**src/rtl/mem_port_arbiter.sv**
```systemverilog
// mem_port_arbiter: shares one single-port RAM between an instruction-fetch
// port and a data (load/store) port.
// Each access is a fixed sequence: sample in IDLE, WAIT_CYCLES+1 ACCESS
// cycles driving the RAM, then a one-cycle RESP carrying the ready pulse.
// Build option: define ARB_FAIR_EN for round-robin arbitration; the default
// build uses fixed priority with the data port winning.
//
// state  | meaning
// IDLE   | no access in flight; sample requests and grant one
// ACCESS | RAM driven from latched request; wait counter runs down
// RESP   | one-cycle ready pulse to the granted requester
module mem_port_arbiter #(
   parameter int WAIT_CYCLES = 2
) (
   input  logic        clk,
   input  logic        rst,
   input  logic        if_ce_i,
   input  logic [31:0] if_addr_i,
   output logic [31:0] if_data_o,
   output logic        if_ready_o,
   input  logic        dm_ce_i,
   input  logic        dm_we_i,
   input  logic [3:0]  dm_sel_i,
   input  logic [31:0] dm_addr_i,
   input  logic [31:0] dm_wdata_i,
   output logic [31:0] dm_rdata_o,
   output logic        dm_ready_o,
   output logic        ram_ce_o,
   output logic        ram_we_o,
   output logic [3:0]  ram_sel_o,
   output logic [31:0] ram_addr_o,
   output logic [31:0] ram_wdata_o,
   input  logic [31:0] ram_rdata_i,
   output logic        stallreq_o
);

   typedef enum logic [1:0] {IDLE, ACCESS, RESP} state_t;

   state_t      state_q, state_nxt;
   logic [3:0]  cnt_q;
   logic        gnt_dm_q;
   logic        we_q;
   logic [3:0]  sel_q;
   logic [31:0] addr_q;
   logic [31:0] wdata_q;
   logic [31:0] if_data_q;
   logic [31:0] dm_rdata_q;
   logic        pick_dm;
   logic        in_access;

`ifdef ARB_FAIR_EN
   logic        last_dm_q;

   // Round-robin: on contention grant the port that did not win last time.
   always_comb begin
      pick_dm = dm_ce_i & (~if_ce_i | ~last_dm_q);
   end

   // Remember which port won the most recent grant.
   always_ff @(posedge clk or negedge rst) begin
      if (!rst)
         last_dm_q <= 1'b0;
      else if (state_q == IDLE && (if_ce_i || dm_ce_i))
         last_dm_q <= pick_dm;
   end
`else
   // Fixed priority: data port always wins over fetch.
   always_comb begin
      pick_dm = dm_ce_i;
   end
`endif

   // State register.
   always_ff @(posedge clk or negedge rst) begin
      if (!rst)
         state_q <= IDLE;
      else
         state_q <= state_nxt;
   end

   // Next-state decode and RAM/ready outputs decoded from the current state.
   always_comb begin
      state_nxt   = state_q;
      in_access   = 1'b0;
      ram_ce_o    = 1'b0;
      ram_we_o    = 1'b0;
      ram_sel_o   = 4'b0000;
      ram_addr_o  = 32'h0;
      ram_wdata_o = 32'h0;
      if_ready_o  = 1'b0;
      dm_ready_o  = 1'b0;
      case (state_q)
         IDLE: begin
            if (if_ce_i || dm_ce_i)
               state_nxt = ACCESS;
         end
         ACCESS: begin
            in_access   = 1'b1;
            ram_ce_o    = 1'b1;
            ram_we_o    = we_q;
            ram_sel_o   = sel_q;
            ram_addr_o  = addr_q;
            ram_wdata_o = wdata_q;
            if (cnt_q == 4'd0)
               state_nxt = RESP;
         end
         RESP: begin
            if_ready_o = ~gnt_dm_q;
            dm_ready_o = gnt_dm_q;
            state_nxt  = IDLE;
         end
         default: state_nxt = IDLE;
      endcase
   end

   // Stall is forced low in reset so every output reads 0 while rst is low.
   always_comb begin
      stallreq_o = rst & ((if_ce_i & ~if_ready_o) | (dm_ce_i & ~dm_ready_o));
   end

   // Grant latch, wait counter and read-data capture.
   always_ff @(posedge clk or negedge rst) begin
      if (!rst) begin
         cnt_q      <= 4'd0;
         gnt_dm_q   <= 1'b0;
         we_q       <= 1'b0;
         sel_q      <= 4'b0000;
         addr_q     <= 32'h0;
         wdata_q    <= 32'h0;
         if_data_q  <= 32'h0;
         dm_rdata_q <= 32'h0;
      end else if (state_q == IDLE) begin
         if (if_ce_i || dm_ce_i) begin
            gnt_dm_q <= pick_dm;
            cnt_q    <= 4'(WAIT_CYCLES);
            if (pick_dm) begin
               we_q    <= dm_we_i;
               sel_q   <= dm_sel_i;
               addr_q  <= dm_addr_i;
               wdata_q <= dm_wdata_i;
            end else begin
               we_q    <= 1'b0;
               sel_q   <= 4'b1111;
               addr_q  <= if_addr_i;
               wdata_q <= 32'h0;
            end
         end
      end else if (in_access) begin
         if (cnt_q == 4'd0) begin
            // Stores complete the RAM cycle but leave load data untouched.
            if (!we_q) begin
               if (gnt_dm_q)
                  dm_rdata_q <= ram_rdata_i;
               else
                  if_data_q  <= ram_rdata_i;
            end
         end else begin
            cnt_q <= cnt_q - 4'd1;
         end
      end
   end

   assign if_data_o  = if_data_q;
   assign dm_rdata_o = dm_rdata_q;

endmodule

```
**config.mk**
```make
export PLATFORM = sky130hd
export DESIGN_NAME = mem_port_arbiter
export DESIGN_NICKNAME = d
export VERILOG_FILES = /design/src/rtl/mem_port_arbiter.sv
export SDC_FILE = /design/constraint.sdc
export NUM_CORES = 1
export LEC_CHECK = 0
export CORE_UTILIZATION = 42
export DETAILED_ROUTE_END_ITERATION = 16
export PLACE_DENSITY = 0.87
export SYNTH_ARGS = -nofsm -noshare
export SYNTH_HDL_FRONTEND = slang
export SYNTH_SLANG_ARGS = --single-unit
```
**constraint.sdc**
```tcl
create_clock -name clk -period 2.4 [get_ports clk]
set_input_delay 0.72 -clock clk [delete_from_list [all_inputs] [get_ports clk]]
set_output_delay 0.72 -clock clk [all_outputs]
set_load 0.03 [all_outputs]
```
# [Word-level counts from Yosys, hierarchy flattened]
# Cells that the tools add are included.
[totals] register_bits=140
[classes] muxes=18 reduce_logical=9 bitwise_logic=9 add_sub_neg=1 n_eq_ne=5
[op_table] operator="two-way mux 32 bit" n=4
[op_table] operator="two-way mux 4 bit" n=6
[op_table] operator="AND reduction 5 bit" n=2
[op_table] operator="two-way mux 1 bit" n=5
[op_table] operator="NOT 1 bit" n=5
[op_table] operator="logical NOT 4 bit" n=1
[op_table] operator="two-way mux 2 bit" n=2
[op_table] operator="inequality test 2 bit, second input constant" n=2
[op_table] operator="case mux 2 bit (2 select lines)" n=1
[op_table] operator="AND reduction 2 bit" n=2
[op_table] operator="subtractor 4 x 1 -> 4 bit, second input constant" n=1
[op_table] operator="AND 1 bit" n=3
[op_table] operator="AND reduction 3 bit" n=1
[op_table] operator="equality test 2 x 1 -> 1 bit, second input constant" n=1
[op_table] operator="equality test 2 bit, second input constant" n=1
[op_table] operator="logical NOT 2 bit" n=1
[op_table] operator="inequality test 2 x 1 -> 1 bit, second input constant" n=1
[op_table] operator="nonzero test 2 bit" n=1
[op_table] operator="logical OR 1 bit" n=1
[op_table] operator="OR 1 bit" n=1

# [Depth between registers and ports, before layout]
# Gate-level depths: netlist (run 1).
[logic_depth] word_depth=6 depth_mapped=7

# [Least setup slack after synthesis (run 1)]
# No wires, ideal clock.
[synth_timing] path_kind="register to output" start="register state_q[0]" end="output stallreq_o" t_arrival_ps=1691 path_stages_with_launch=4 slack_ps=-11 path_buffers=0 t_required_ps=1680 path_cell_list="dfrtp_1 nor3b_1 o22ai_1 and2_1"
[synth_between] elab_chain_cells=6
[synth_lines] element="from (decl)" line_no="39" source="state_t state_q, state_nxt;"
[synth_lines] element="from (signal assigned)" line_no="78" source="state_q <= state_nxt;"
[synth_lines] element="equality test 2 bit" line_no="92" source="case (state_q)"
[synth_lines] element="two-way mux 1 bit" line_no="92"
[synth_lines] element="named net if_ready_o" line_no="20" source="output logic if_ready_o,"
[synth_lines] element="NOT 1 bit" line_no="118" source="stallreq_o = rst & ((if_ce_i & ~if_ready_o) | (dm_ce_i & ~dm_ready_o));"
[synth_lines] element="AND 1 bit" line_no="118"
[synth_lines] element="OR 1 bit" line_no="118"
[synth_lines] element="AND 1 bit" line_no="118"
[synth_lines] element="to (decl)" line_no="34" source="output logic stallreq_o"
# The timed path passes the listed nets, and every way through them passes these cells.

# [Final worst setup path (run 1)]
[layout_timing] start="register state_q[0]" end="output dm_ready_o"
[layout_between] elab_chain_cells=2
[layout_lines] element="equality test 2 bit" line_no="92"
[layout_lines] element="two-way mux 1 bit" line_no="92"
[layout_lines] element="to (decl)" line_no="27" source="output logic dm_ready_o,"
# Every way passes these cells.

==> parameters.txt, run 1 <==
Parameter                              Value

Power and ir drop
  Clock network power share ... about 19%
  PwrDens ... 1520 nW/um^2
  Switching share of power ... between 40% and 50%
  Switching power total ... 5.91 mW
  Worst voltage drop across the vdd grid ... 0.804 mV
  Reported leakage power ... 4.32 nW
  Overall power after layout ... approximately 15 mW
  Cell-internal power ... ~8.7 mW
  Combinational power share ... a little over half
  Flop pwr share ... 28.0%

GRT
  Aggregate global-route resource usage ... 22.4%
  Wire length of the first global-routing pass ... 25200 um
  Number of antenna violations at the first check in global routing ... 2
  Global route overflow ... 0
  Largest net degree at the start of global routing ... 141
  Vias in the first global route ... between 4k and 5k

Synth
  Yosys synthesis warning count ... 0
  Synth Cell Area ... ~6000 um^2
  Number of nets produced by synthesis ... 621
  Number of distinct library cell variants in the gate-level netlist after synthesis ... 34
  Register bit count reported by yosys ... 140
  Post-synthesis instance total ... 482
  Proportion of synthesized chip area in sequential cells ... between 50% and 60%
  Synthesized area divided by synthesized cell count ... 12.5 um^2

Cells and area
  Final-stage net count ... 894
  Highest-count cells in the layout ignoring fill and taps ... sky130_fd_sc_hd__clkdlybuf4s50_1, sky130_fd_sc_hd__dfrtp_1, sky130_fd_sc_hd__buf_4, sky130_fd_sc_hd__and2_1, sky130_fd_sc_hd__mux2_2
  Area Growth Syn to Fin ... 59.1%
  Most frequent standard cell in the layout excluding fill and tap cells ... sky130_fd_sc_hd__clkdlybuf4s50_1
  Cell area after layout ... around 9600 um^2
  Ratio of cells with drive above 1 in the final layout ... around 26%

STA
  Max-slew violations ... 0
  Final hold vios ... 0
  Final period util ... 97.5%
  Upper clock frequency limit ... 0.427 GHz
  Measured slew at the worst slew-check pin ... roughly 700 ps
  Worst clock skew ... 7.55 ps
  Relative slew slack ... 52.3%
  Setup repair after global routing missed its margin ... no
  Minimum clock period ... 2340 ps
  # setup viols final ... 0
  Final hold slack ... 451 ps

Routing
  Detailed Routing Iterations Pass 1 ... 4
  Detailed-route vias per instance ... 5.17
  Detailed-route via count ... 4914
  Count of nets left with antenna violations after detail routing ... 0
  WL/cell ... about 17 um
  Final routed DRC violation total ... 0
  Aggregate routed wire length ... 16500 um
  Iteration-0 DRC Markers ... 266

Worst setup path
  Critical path arrival ... 1620 ps
  Critical path's largest stage delay ... 460 ps
  RR Endpoint ... if_data_o[16]$_DFFE_PN0P_
  R2R Path Start ... cnt_q[0]$_DFFE_PN0P_
  Crit end category ... output port
  Sequence of cells on the critical path ... and3b_1 -> dlygate4sd2_1
  Sort of element at the start of the critical path ... register
  Register-to-Register Path Depth ... 6
  Worst Path Max Fanout ... 7
  Setup slack, reg-to-reg ... around 290 ps
  CP max stage cell ... sky130_fd_sc_hd__dfrtp_2
  Crit path kind ... reg -> out
  Worst EP required ... approximately 1700 ps

Place
  Dpl hpwl ... 11300 um
  Number of I/O port buffers ... 273
  Final GP Congestion ... 0.782
  Total placed instance area ... between 8000 and 9000 um^2

CTS
  Clock latency on the worst-skew pair ... approximately 400 ps
  Deepest level of the CTS H-tree ... 4
  Master cell of the clock root buffer ... sky130_fd_sc_hd__clkbuf_16
  Quantity of hold-fixing buffers added after cts ... 0
  Deepest clock path buffer count ... 2
  Clock-pin slew on the worst setup and hold paths ... around 60 ps
  Total number of clock tree sinks ... 140
  Number of CTS-inserted buffers ... 17
  Clock tree from TritonCTS ... built

Floorplan
  Core Area ... ~14000 um^2
  Die outline height ... 122 um
  Die X-Extent ... 122 um
  Row Count ... 43
  Number of placed I/O pins ... ~270
  Initial Utilization ... 43.4%
  Total Die Area ... roughly 15000 um^2

Outcome
  Result of the run ... completed

Min path
  Kind of path behind the tightest hold check ... in -> async

Flow run
  Max-cap check violation count ... 0
==> worst max-delay path by stage <==
stage / startpoint / slack [ps] / endpoint
after floorplan: state_q[1]$_DFFE_PN0P_ / 180 / ram_addr_o[21]
after global placement: if_ce_i / -40 / stallreq_o
after detailed placement: if_ce_i / -100 / stallreq_o
after CTS: state_q[1]$_DFFE_PN0P_ / 8 / ram_wdata_o[22]
after global routing: state_q[0]$_DFFE_PN0P_ / 4 / dm_ready_o
final: state_q[0]$_DFFE_PN0P_ / 60 / dm_ready_o
==> synthesized netlist by cell type <==
cell type | instances | area, um^2
sky130_fd_sc_hd__dfrtp_1 | 140 | 3500
sky130_fd_sc_hd__and2_1 | 70 | 438
sky130_fd_sc_hd__mux2_2 | 64 | 721
sky130_fd_sc_hd__o21ai_0 | 64 | 320
sky130_fd_sc_hd__a22o_1 | 33 | 289
sky130_fd_sc_hd__mux2i_1 | 32 | 320
sky130_fd_sc_hd__clkbuf_1 | 23 | 86.3
sky130_fd_sc_hd__buf_2 | 8 | 40.0
sky130_fd_sc_hd__nor2_1 | 6 | 22.5
sky130_fd_sc_hd__inv_1 | 4 | 15.0
sky130_fd_sc_hd__nand2_1 | 4 | 15.0
sky130_fd_sc_hd__o22a_1 | 4 | 35.0
sky130_fd_sc_hd__buf_6 | 3 | 33.8
sky130_fd_sc_hd__a31oi_1 | 2 | 12.5
sky130_fd_sc_hd__buf_1 | 2 | 7.51
sky130_fd_sc_hd__ha_1 | 2 | 25.0
sky130_fd_sc_hd__nor3b_1 | 2 | 15.0
sky130_fd_sc_hd__o21ai_1 | 2 | 10.0
sky130_fd_sc_hd__o22ai_1 | 2 | 12.5
sky130_fd_sc_hd__a21o_1 | 1 | 7.51
sky130_fd_sc_hd__a221oi_1 | 1 | 8.76
sky130_fd_sc_hd__and3_1 | 1 | 6.26
sky130_fd_sc_hd__and3b_1 | 1 | 8.76
sky130_fd_sc_hd__inv_2 | 1 | 3.75
sky130_fd_sc_hd__nand2b_1 | 1 | 6.26
sky130_fd_sc_hd__nand3_1 | 1 | 5.00
sky130_fd_sc_hd__nand4b_1 | 1 | 8.76
sky130_fd_sc_hd__nor2b_1 | 1 | 6.26
sky130_fd_sc_hd__nor4_4 | 1 | 21.3
sky130_fd_sc_hd__o221ai_1 | 1 | 8.76
sky130_fd_sc_hd__o31ai_1 | 1 | 7.51
sky130_fd_sc_hd__or2_1 | 1 | 6.26
sky130_fd_sc_hd__or3_1 | 1 | 6.26
sky130_fd_sc_hd__or3b_1 | 1 | 8.76
==> state kept, by name, summed over array words and instances (netlist names) <==
name        cells
if_data_o      32
sel_q           4
gnt_dm_q        1
we_q            1
dm_rdata_o     32
addr_q         32
wdata_q        32
cnt_q           4
state_q         2
==> critical path, delay by kind of cell, from the launching register on <==
kind | cells | cell delay [ps]
simple gates | 1 | 300
flops | 1 | 460
buf+inv | 1 | 440
==> through the flow <==
step                      cells  utilization, %  setup slack [ps]  setup TNS [ps]
after floorplan             482               -               176               0
after global placement      911            63.4             -36.6           -36.6
after detailed placement    911            63.4             -98.9           -98.9
after CTS                   944            68.4              7.72               0
after global routing        950            69.0              3.85               0
final                       950            69.0              60.4               0
==> layer usage <==
layer	wire [um]	GRT usage [%]
met5	0	0
met2	8430	38.6
met1	6480	25.5
met4	371	9.95
met3	1260	6.84
==> power groups by stage <==
stage | sequential [mW] | clock [mW] | combinational [mW]
3_5_place_dp | 4.09 | 0 | 7.37
4_1_cts | 4.08 | 2.88 | 7.52
6_report | 4.08 | 2.83 | 7.66
2_1_floorplan | 5.04 | 0 | 3.37
3_3_place_gp | 4.02 | 0 | 7.22
5_1_grt | 4.21 | 3.00 | 8.11
==> kinds of logic after synthesis <==
kind of cell / count (synthesis) / share of synthesized area [%]
DFF: 140 / 58.0
and+or+nand+nor: 92 / 9.51
AOI/OAI and AO/OA: 111 / 11.8
adders and majority gates: 2 / 0.414
muxes: 96 / 17.2
buffers and inverters: 41 / 3.09
==> cell type report <==
cell class / count / area [um^2]
antenna: 2 / 5.00
clock buffer: 18 / 439
clock inverter: 14 / 209
fill: 964 / 4320
inverter: 5 / 26.3
multi-input combinational: 301 / 2390
sequential: 140 / 3500
tap: 180 / 225
timing repair buffer: 290 / 2810
==> repair_timing <==
action                                  4_1_cts  5_1_grt
cloned                                        1        2
resized for setup                            11        3
setup buffers                                 0        2
pin swaps                                     1        0
endpoints found under the setup margin       73       69
Note: power is estimated with default switching activity, not from simulation.
==> inputs of run 2 (changes only) <==
Settings changed: CORE_UTILIZATION 42 to 43, CTS_BUF_LIST set to sky130_fd_sc_hd__clkbuf_4 sky130_fd_sc_hd__clkbuf_8, PLACE_DENSITY 0.87 to 0.89.
==> run 2 against run 1 <==
Wire length increased by 0.60%. Die area decreased by 2.3%. Flip-flop and latch count unchanged. Total power decreased by 5.7%. Clock skew increased by 6.6 ps. Combinational power decreased by 1%. Utilization increased by 0.70 points. Clock power decreased by 26%. Register-to-register slack got worse by 30 ps. Non-clock buffer count increased by 1. Sequential power about the same. Critical path type is now in -> out. Largest cell class unchanged.
==> parameters.txt, run 2 (same netlist as run 1, synthesis figures left out) <==
Parameter                              Value

CTS
  Clock tree from TritonCTS ... built
  Master cell of the clock root buffer ... sky130_fd_sc_hd__clkbuf_8
  Total number of clock tree sinks ... 140 (unchanged)
  Clock latency on the worst-skew pair ... 450 ps (+40 ps)
  Deepest level of the CTS H-tree ... 4 (unchanged)
  Deepest clock path buffer count ... 2 (unchanged)
  Clock-pin slew on the worst setup and hold paths ... 70 ps (about the same)
  Quantity of hold-fixing buffers added after cts ... 0 (unchanged)
  Number of CTS-inserted buffers ... 17 (unchanged)

GRT
  Met2 Use GR ... 40.3% (+1.7 points)
  Largest net degree at the start of global routing ... 141 (unchanged)
  Met3 layer usage reported by global route ... 5.94% (-0.89 points)
  Wire length of the first global-routing pass ... 25900 um (+2.7%)
  Number of antenna violations at the first check in global routing ... 0 (-2)
  Global route overflow ... 0 (unchanged)
  Fraction of met1 tracks used by global routing ... 27.5% (+2.0 points)
  Vias in the first global route ... 5083 (+2.6%)
  Layer with the highest usage ... met2
  Aggregate global-route resource usage ... 23.4% (+0.99 points)

Cells and area
  Ratio of cells with drive above 1 in the final layout ... 25.5% (-0.033 points)
  Most frequent standard cell in the layout excluding fill and tap cells ... sky130_fd_sc_hd__clkdlybuf4s50_1
  Antenna fix cells ... 0 (-2)
  Area Growth Syn to Fin ... 55.1%
  Highest-count cells in the layout ignoring fill and taps ... sky130_fd_sc_hd__clkdlybuf4s50_1, sky130_fd_sc_hd__dfrtp_1, sky130_fd_sc_hd__buf_4, sky130_fd_sc_hd__and2_1, sky130_fd_sc_hd__mux2_2
  Non-filler cells in the finished layout ... 945 (-0.53%)
  Final-stage net count ... 895 (+0.11%)
  Cell area after layout ... 9370 um^2 (-2.5%)
  Final core occ ... 69.7% (+0.70 points)

Place
  Total placed instance area ... 8820 um^2 (-0.20%)
  Placed cells ... 907 (-0.44%)
  Dpl hpwl ... 11700 um (+3.9%)
  Number of I/O port buffers ... 273 (unchanged)
  Final GP Congestion ... 0.805 (+3.0%)

Routing
  Final routed DRC violation total ... 0 (unchanged)
  WL/cell ... 17.6 um (+1.1%)
  Detailed-route vias per instance ... 5.23 (+1.2%)
  Iteration-0 DRC Markers ... 195 (-27%)
  Aggregate routed wire length ... 16600 um (+0.60%)
  Count of nets left with antenna violations after detail routing ... 0 (unchanged)
  Detailed Routing Iterations Pass 1 ... 4 (unchanged)
  Detailed-route via count ... 4946 (+0.65%)

STA
  Measured slew at the worst slew-check pin ... 724 ps (+8.86 ps)
  Relative slew slack ... 51.7% (-0.59 points)
  # setup viols final ... 0 (unchanged)
  Final hold vios ... 0 (unchanged)
  Final TNS setup ... 0 ps (unchanged)
  Final period util ... 99.8% (+2.4 points)
  Setup repair after global routing missed its margin ... yes
  Worst clock skew ... 14.2 ps (+6.61 ps)
  Minimum clock period ... 2400 ps (+56.6 ps)
  Max-slew violations ... 0 (unchanged)
  Upper clock frequency limit ... 0.417 GHz (-2.4%)

Worst setup path
  Sort of element at the start of the critical path ... input pin
  CP max stage cell ... sky130_fd_sc_hd__clkdlybuf4s50_1
  Critical path arrival ... 1680 ps (+60 ps)
  Crit path kind ... in -> out
  Worst EP required ... 1680 ps (about the same)
  Sequence of cells on the critical path ... clkdlybuf4s50_1 -> inv_1 -> o22ai_1 -> and2_1 -> buf_6
  Critical path's largest stage delay ... 470 ps (about the same)
  Worst Path Max Fanout ... 2 (-5)
  Crit end category ... output port
  Register-to-Register Path Depth ... 6 (unchanged)

Power and ir drop
  Reported leakage power ... 4.22 nW (-2.3%)
  Overall power after layout ... 13.7 mW (-5.7%)
  PwrDens ... 1470 nW/um^2 (-3.3%)
  Worst voltage drop across the vdd grid ... 0.950 mV (+18%)

Outcome
  Result of the run ... completed

Floorplan
  Row Count ... 42 (-2.3%)
  Total Die Area ... 14500 um^2 (-2.3%)
  Number of placed I/O pins ... 274 (unchanged)
  Initial Utilization ... 44.9% (+1.6 points)
  Die X-Extent ... 121 um (-1.1%)
  Die outline height ... 121 um (-1.1%)
  Core Area ... 13500 um^2 (-3.5%)

Flow run
  Max-cap check violation count ... 0 (unchanged)

Min path
  Kind of path behind the tightest hold check ... in -> async
run 2: cell count changes in the layout (fill, tap and decap cells not counted), sizes merged:
cell | before | now
buf | 88 | 91
clkbuf | 20 | 21
clkdlybuf4s15 | 0 | 1
clkdlybuf4s50 | 197 | 198
clkinv | 5 | 6
diode | 2 | 0
dlygate4sd2 | 3 | 1
inv | 9 | 5
run 2: layout make-up:
class / count / area [um^2]
multi-input combinational: 301 / 2390
timing repair buffer: 291 / 2790
clock buffer: 21 / 283
inverter: 5 / 21.3
sequential: 140 / 3510
clock inverter: 11 / 165
tap: 176 / 220
fill: 966 / 4080
run 2: worst paths after layout:
path,from,to,slack [ps]
max in group asynchronous,rst,state_q[0]$_DFFE_PN0P_,1440
hold reg to reg,wdata_q[29]$_DFFE_PN0P_,wdata_q[29]$_DFFE_PN0P_,500
setup reg to reg,cnt_q[1]$_DFFE_PN0P_,if_data_o[26]$_DFFE_PN0P_,260
min in group clk,wdata_q[29]$_DFFE_PN0P_,wdata_q[29]$_DFFE_PN0P_,500
setup / recovery,if_ce_i,stallreq_o,4
hold / removal,rst,addr_q[9]$_DFFE_PN0P_,430
run 2: critical path: cells and delay by family:
kind	cells	cell delay (ps)
compound gates	1	130
buf+inv	3	650
simple gates	1	180
run 2: metrics by stage:
| step | worst slack [ps] | hold WS (ps) |
|---|---|---|
| 5_1_grt | -59.2 | 468 |
| 2_1_floorplan | 176 | 424 |
| 6_report | 3.80 | 433 |
| 3_3_place_gp | 69.7 | 464 |
| 4_1_cts | 8.89 | 451 |
| 3_5_place_dp | 76.3 | 470 |
run 2: timing repair:
| action | in CTS | in global routing |
|---|---|---|
| pin swaps | 0 | 2 |
| gates resized for setup | 12 | 4 |
| setup buffers | 4 | 1 |
| cloned | 1 | 0 |
| endpoints found under the setup margin | 73 | 11 |
run 2: report_power, final:
group / internal (mW) / switching [mW]
clock: 1.22 / 0.879
combinational: 3.31 / 4.24
sequential: 3.48 / 0.608
run 2: layer usage:
metal | wire [um] | share of wire, %
met5 | 0 | 0
met4 | 448 | 2.7
met3 | 1170 | 7.1
met2 | 8650 | 52
met1 | 6370 | 38
==> inputs of run 3 (changes only) <==
Settings changed: SKIP_LAST_GASP set to 1.
==> run 3 against run 2 <==
Flip-flop and latch count is the same. Utilization shrank 0.065 points. Setup slack gained 65 ps. Clock-buffer cell count is the same. Sequential power is essentially flat. Combinational power is essentially flat. First-iteration DRC count grew 2.1%. Critical path depth is the same. Sequential share of layout area is essentially flat.
==> parameters.txt, run 3 (same netlist as run 1, synthesis figures left out) <==
Parameter                              Value

Power and ir drop
  Switching power total ... 5.72 mW (-0.12%)
  Worst voltage drop across the vdd grid ... 0.950 mV (about the same)
  Cell-internal power ... 8.01 mW (about the same)
  Combinational power share ... 55.0% (about the same)
  Flop pwr share ... 29.8% (about the same)
  Overall power after layout ... 13.7 mW (about the same)
  PwrDens ... 1470 nW/um^2 (about the same)
  Switching share of power ... 41.7% (about the same)
  Clock network power share ... 15.3% (about the same)
  Reported leakage power ... 4.22 nW (about the same)

Routing
  Aggregate routed wire length ... 16600 um (-0.27%)
  Detailed Routing Iterations Pass 1 ... 4 (unchanged)
  WL/cell ... 17.6 um (-0.27%)
  Final routed DRC violation total ... 0 (unchanged)
  Detailed-route via count ... 4954 (+0.16%)
  Count of nets left with antenna violations after detail routing ... 0 (unchanged)
  Detailed-route vias per instance ... 5.24 (+0.16%)
  Iteration-0 DRC Markers ... 199 (+2.1%)

Worst setup path
  RR Endpoint ... if_data_o[26]$_DFFE_PN0P_
  Crit path kind ... in -> out
  Sort of element at the start of the critical path ... input pin
  Critical path arrival ... 1610 ps (-70 ps)
  R2R Path Start ... cnt_q[1]$_DFFE_PN0P_
  Register-to-Register Path Depth ... 6 (unchanged)
  Crit end category ... output port
  Worst Path Max Fanout ... 2 (unchanged)
  Worst EP required ... 1680 ps (about the same)
  Setup slack, reg-to-reg ... 260 ps (about the same)

STA
  Final hold vios ... 0 (unchanged)
  Max-slew violations ... 0 (unchanged)
  Final hold slack ... 440 ps (+7.50 ps)
  # setup viols final ... 0 (unchanged)
  Minimum clock period ... 2330 ps (-65.3 ps)
  Final period util ... 97.1% (-2.7 points)
  Measured slew at the worst slew-check pin ... 730 ps (+5.87 ps)
  Worst clock skew ... 14.3 ps (+0.174 ps)
  Setup repair after global routing missed its margin ... yes
  Relative slew slack ... 51.3% (-0.39 points)
  Upper clock frequency limit ... 0.429 GHz (+2.8%)
  PnR worst setup slack ... 69.1 ps (+65.3 ps)

Cells and area
  Final-stage net count ... 895 (unchanged)
  Most frequent standard cell in the layout excluding fill and tap cells ... sky130_fd_sc_hd__clkdlybuf4s50_1
  Multi-input combinational cell area ... 2390 um^2 (unchanged)
  Total of fill cells in the finished design ... 967 (+0.10%)
  Antenna fix cells ... 0 (unchanged)
  Final core occ ... 69.6% (about the same)
  Sequential cell area ... 3510 um^2 (unchanged)
  Highest-count cells in the layout ignoring fill and taps ... sky130_fd_sc_hd__clkdlybuf4s50_1, sky130_fd_sc_hd__dfrtp_1, sky130_fd_sc_hd__buf_4, sky130_fd_sc_hd__and2_1, sky130_fd_sc_hd__mux2_2
  Ratio of cells with drive above 1 in the final layout ... 25.5% (unchanged)
  Area Growth Syn to Fin ... 55.0% (about the same)
  Cell area after layout ... 9370 um^2 (about the same)

Floorplan
  Number of placed I/O pins ... 274 (unchanged)
  Die X-Extent ... 121 um (unchanged)
  Core Area ... 13500 um^2 (unchanged)
  Initial Utilization ... 44.9% (unchanged)
  Row Count ... 42 (unchanged)
  Total Die Area ... 14500 um^2 (unchanged)
  Die outline height ... 121 um (unchanged)

GRT
  Largest net degree at the start of global routing ... 141 (unchanged)
  Global route overflow ... 0 (unchanged)
  Wire length of the first global-routing pass ... 25900 um (unchanged)
  Aggregate global-route resource usage ... 23.4% (unchanged)
  Number of antenna violations at the first check in global routing ... 0 (unchanged)
  Vias in the first global route ... 5083 (unchanged)

Flow run
  Max-cap check violation count ... 0 (unchanged)

CTS
  Deepest level of the CTS H-tree ... 4 (unchanged)
  Clock tree from TritonCTS ... built
  Clock-pin slew on the worst setup and hold paths ... 70 ps (about the same)
  Master cell of the clock root buffer ... sky130_fd_sc_hd__clkbuf_8
  Number of CTS-inserted buffers ... 17 (unchanged)
  Clock latency on the worst-skew pair ... 440 ps (about the same)
  Deepest clock path buffer count ... 2 (unchanged)
  Quantity of hold-fixing buffers added after cts ... 0 (unchanged)
  Total number of clock tree sinks ... 140 (unchanged)

Place
  Final GP Congestion ... 0.805 (unchanged)
  Dpl hpwl ... 11700 um (unchanged)
  Post-placement worst setup slack ... 76.3 ps (unchanged)
  Number of I/O port buffers ... 273 (unchanged)
  Total placed instance area ... 8820 um^2 (unchanged)

Outcome
  Result of the run ... completed

Min path
  Kind of path behind the tightest hold check ... in -> async
## run 3: critical path: stages
cell                              delay, ps
sky130_fd_sc_hd__clkdlybuf4s50_1        470
sky130_fd_sc_hd__inv_1                   40
sky130_fd_sc_hd__o22ai_1                 90
sky130_fd_sc_hd__and2_1                 140
sky130_fd_sc_hd__buf_4                  150
## run 3: metrics by stage
| stage | setup TNS [ps] | cells |
|---|---|---|
| finish | 0 | 945 |
| global route | -22.6 | 945 |
| CTS | 0 | 944 |
| detailed placement | 0 | 907 |
| global placement | 0 | 907 |
| floorplan | 0 | 482 |
## run 3: layout make-up
| class | count | share of cell area [%] |
|---|---|---|
| clock buffers | 21 | 3.02 |
| clock inverters | 11 | 1.76 |
| flip-flops and latches | 140 | 37.4 |
| repair buffers | 291 | 29.7 |
| inverters | 5 | 0.227 |
| multi-input cells | 301 | 25.5 |
| well taps | 176 | 2.35 |
## run 3: routing by layer
layer / vias up / GRT usage (%) / part of all wire [%]
met2: 228 / 40.3 / 52
met3: 34 / 5.94 / 6.6
li1: 2252 / - / -
met5: - / 0 / 0
met1: 2440 / 27.5 / 39
met4: 0 / 10.4 / 2.3
## run 3: worst max-delay path by stage
| stage | startpoint | endpoint | slack, ps | depth (start not counted) |
|---|---|---|---|---|
| 2_1_floorplan | state_q[1]$_DFFE_PN0P_ | ram_addr_o[21] | 180 | 4 |
| 3_3_place_gp | if_ce_i | stallreq_o | 70 | 5 |
| 3_5_place_dp | if_ce_i | stallreq_o | 80 | 5 |
| 4_1_cts | state_q[0]$_DFFE_PN0P_ | stallreq_o | 9 | 4 |
| 5_1_grt | state_q[0]$_DFFE_PN0P_ | stallreq_o | -20 | 4 |
| 6_report | if_ce_i | stallreq_o | 70 | 5 |
## run 3: power by group through the flow
stage / clock network (mW) / registers, mW / logic [mW]
2_1_floorplan: 0 / 5.04 / 3.37
3_3_place_gp: 0 / 4.03 / 7.19
3_5_place_dp: 0 / 4.12 / 7.35
6_report: 2.10 / 4.09 / 7.55
5_1_grt: 2.25 / 4.22 / 7.95
4_1_cts: 2.16 / 4.10 / 7.56
## run 3: repair_timing
item	4_1_cts	5_1_grt
setup buffers	4	1
endpoints found under the setup margin	73	11
gates resized for setup	12	1
pin swaps	0	1
cloned	1	0
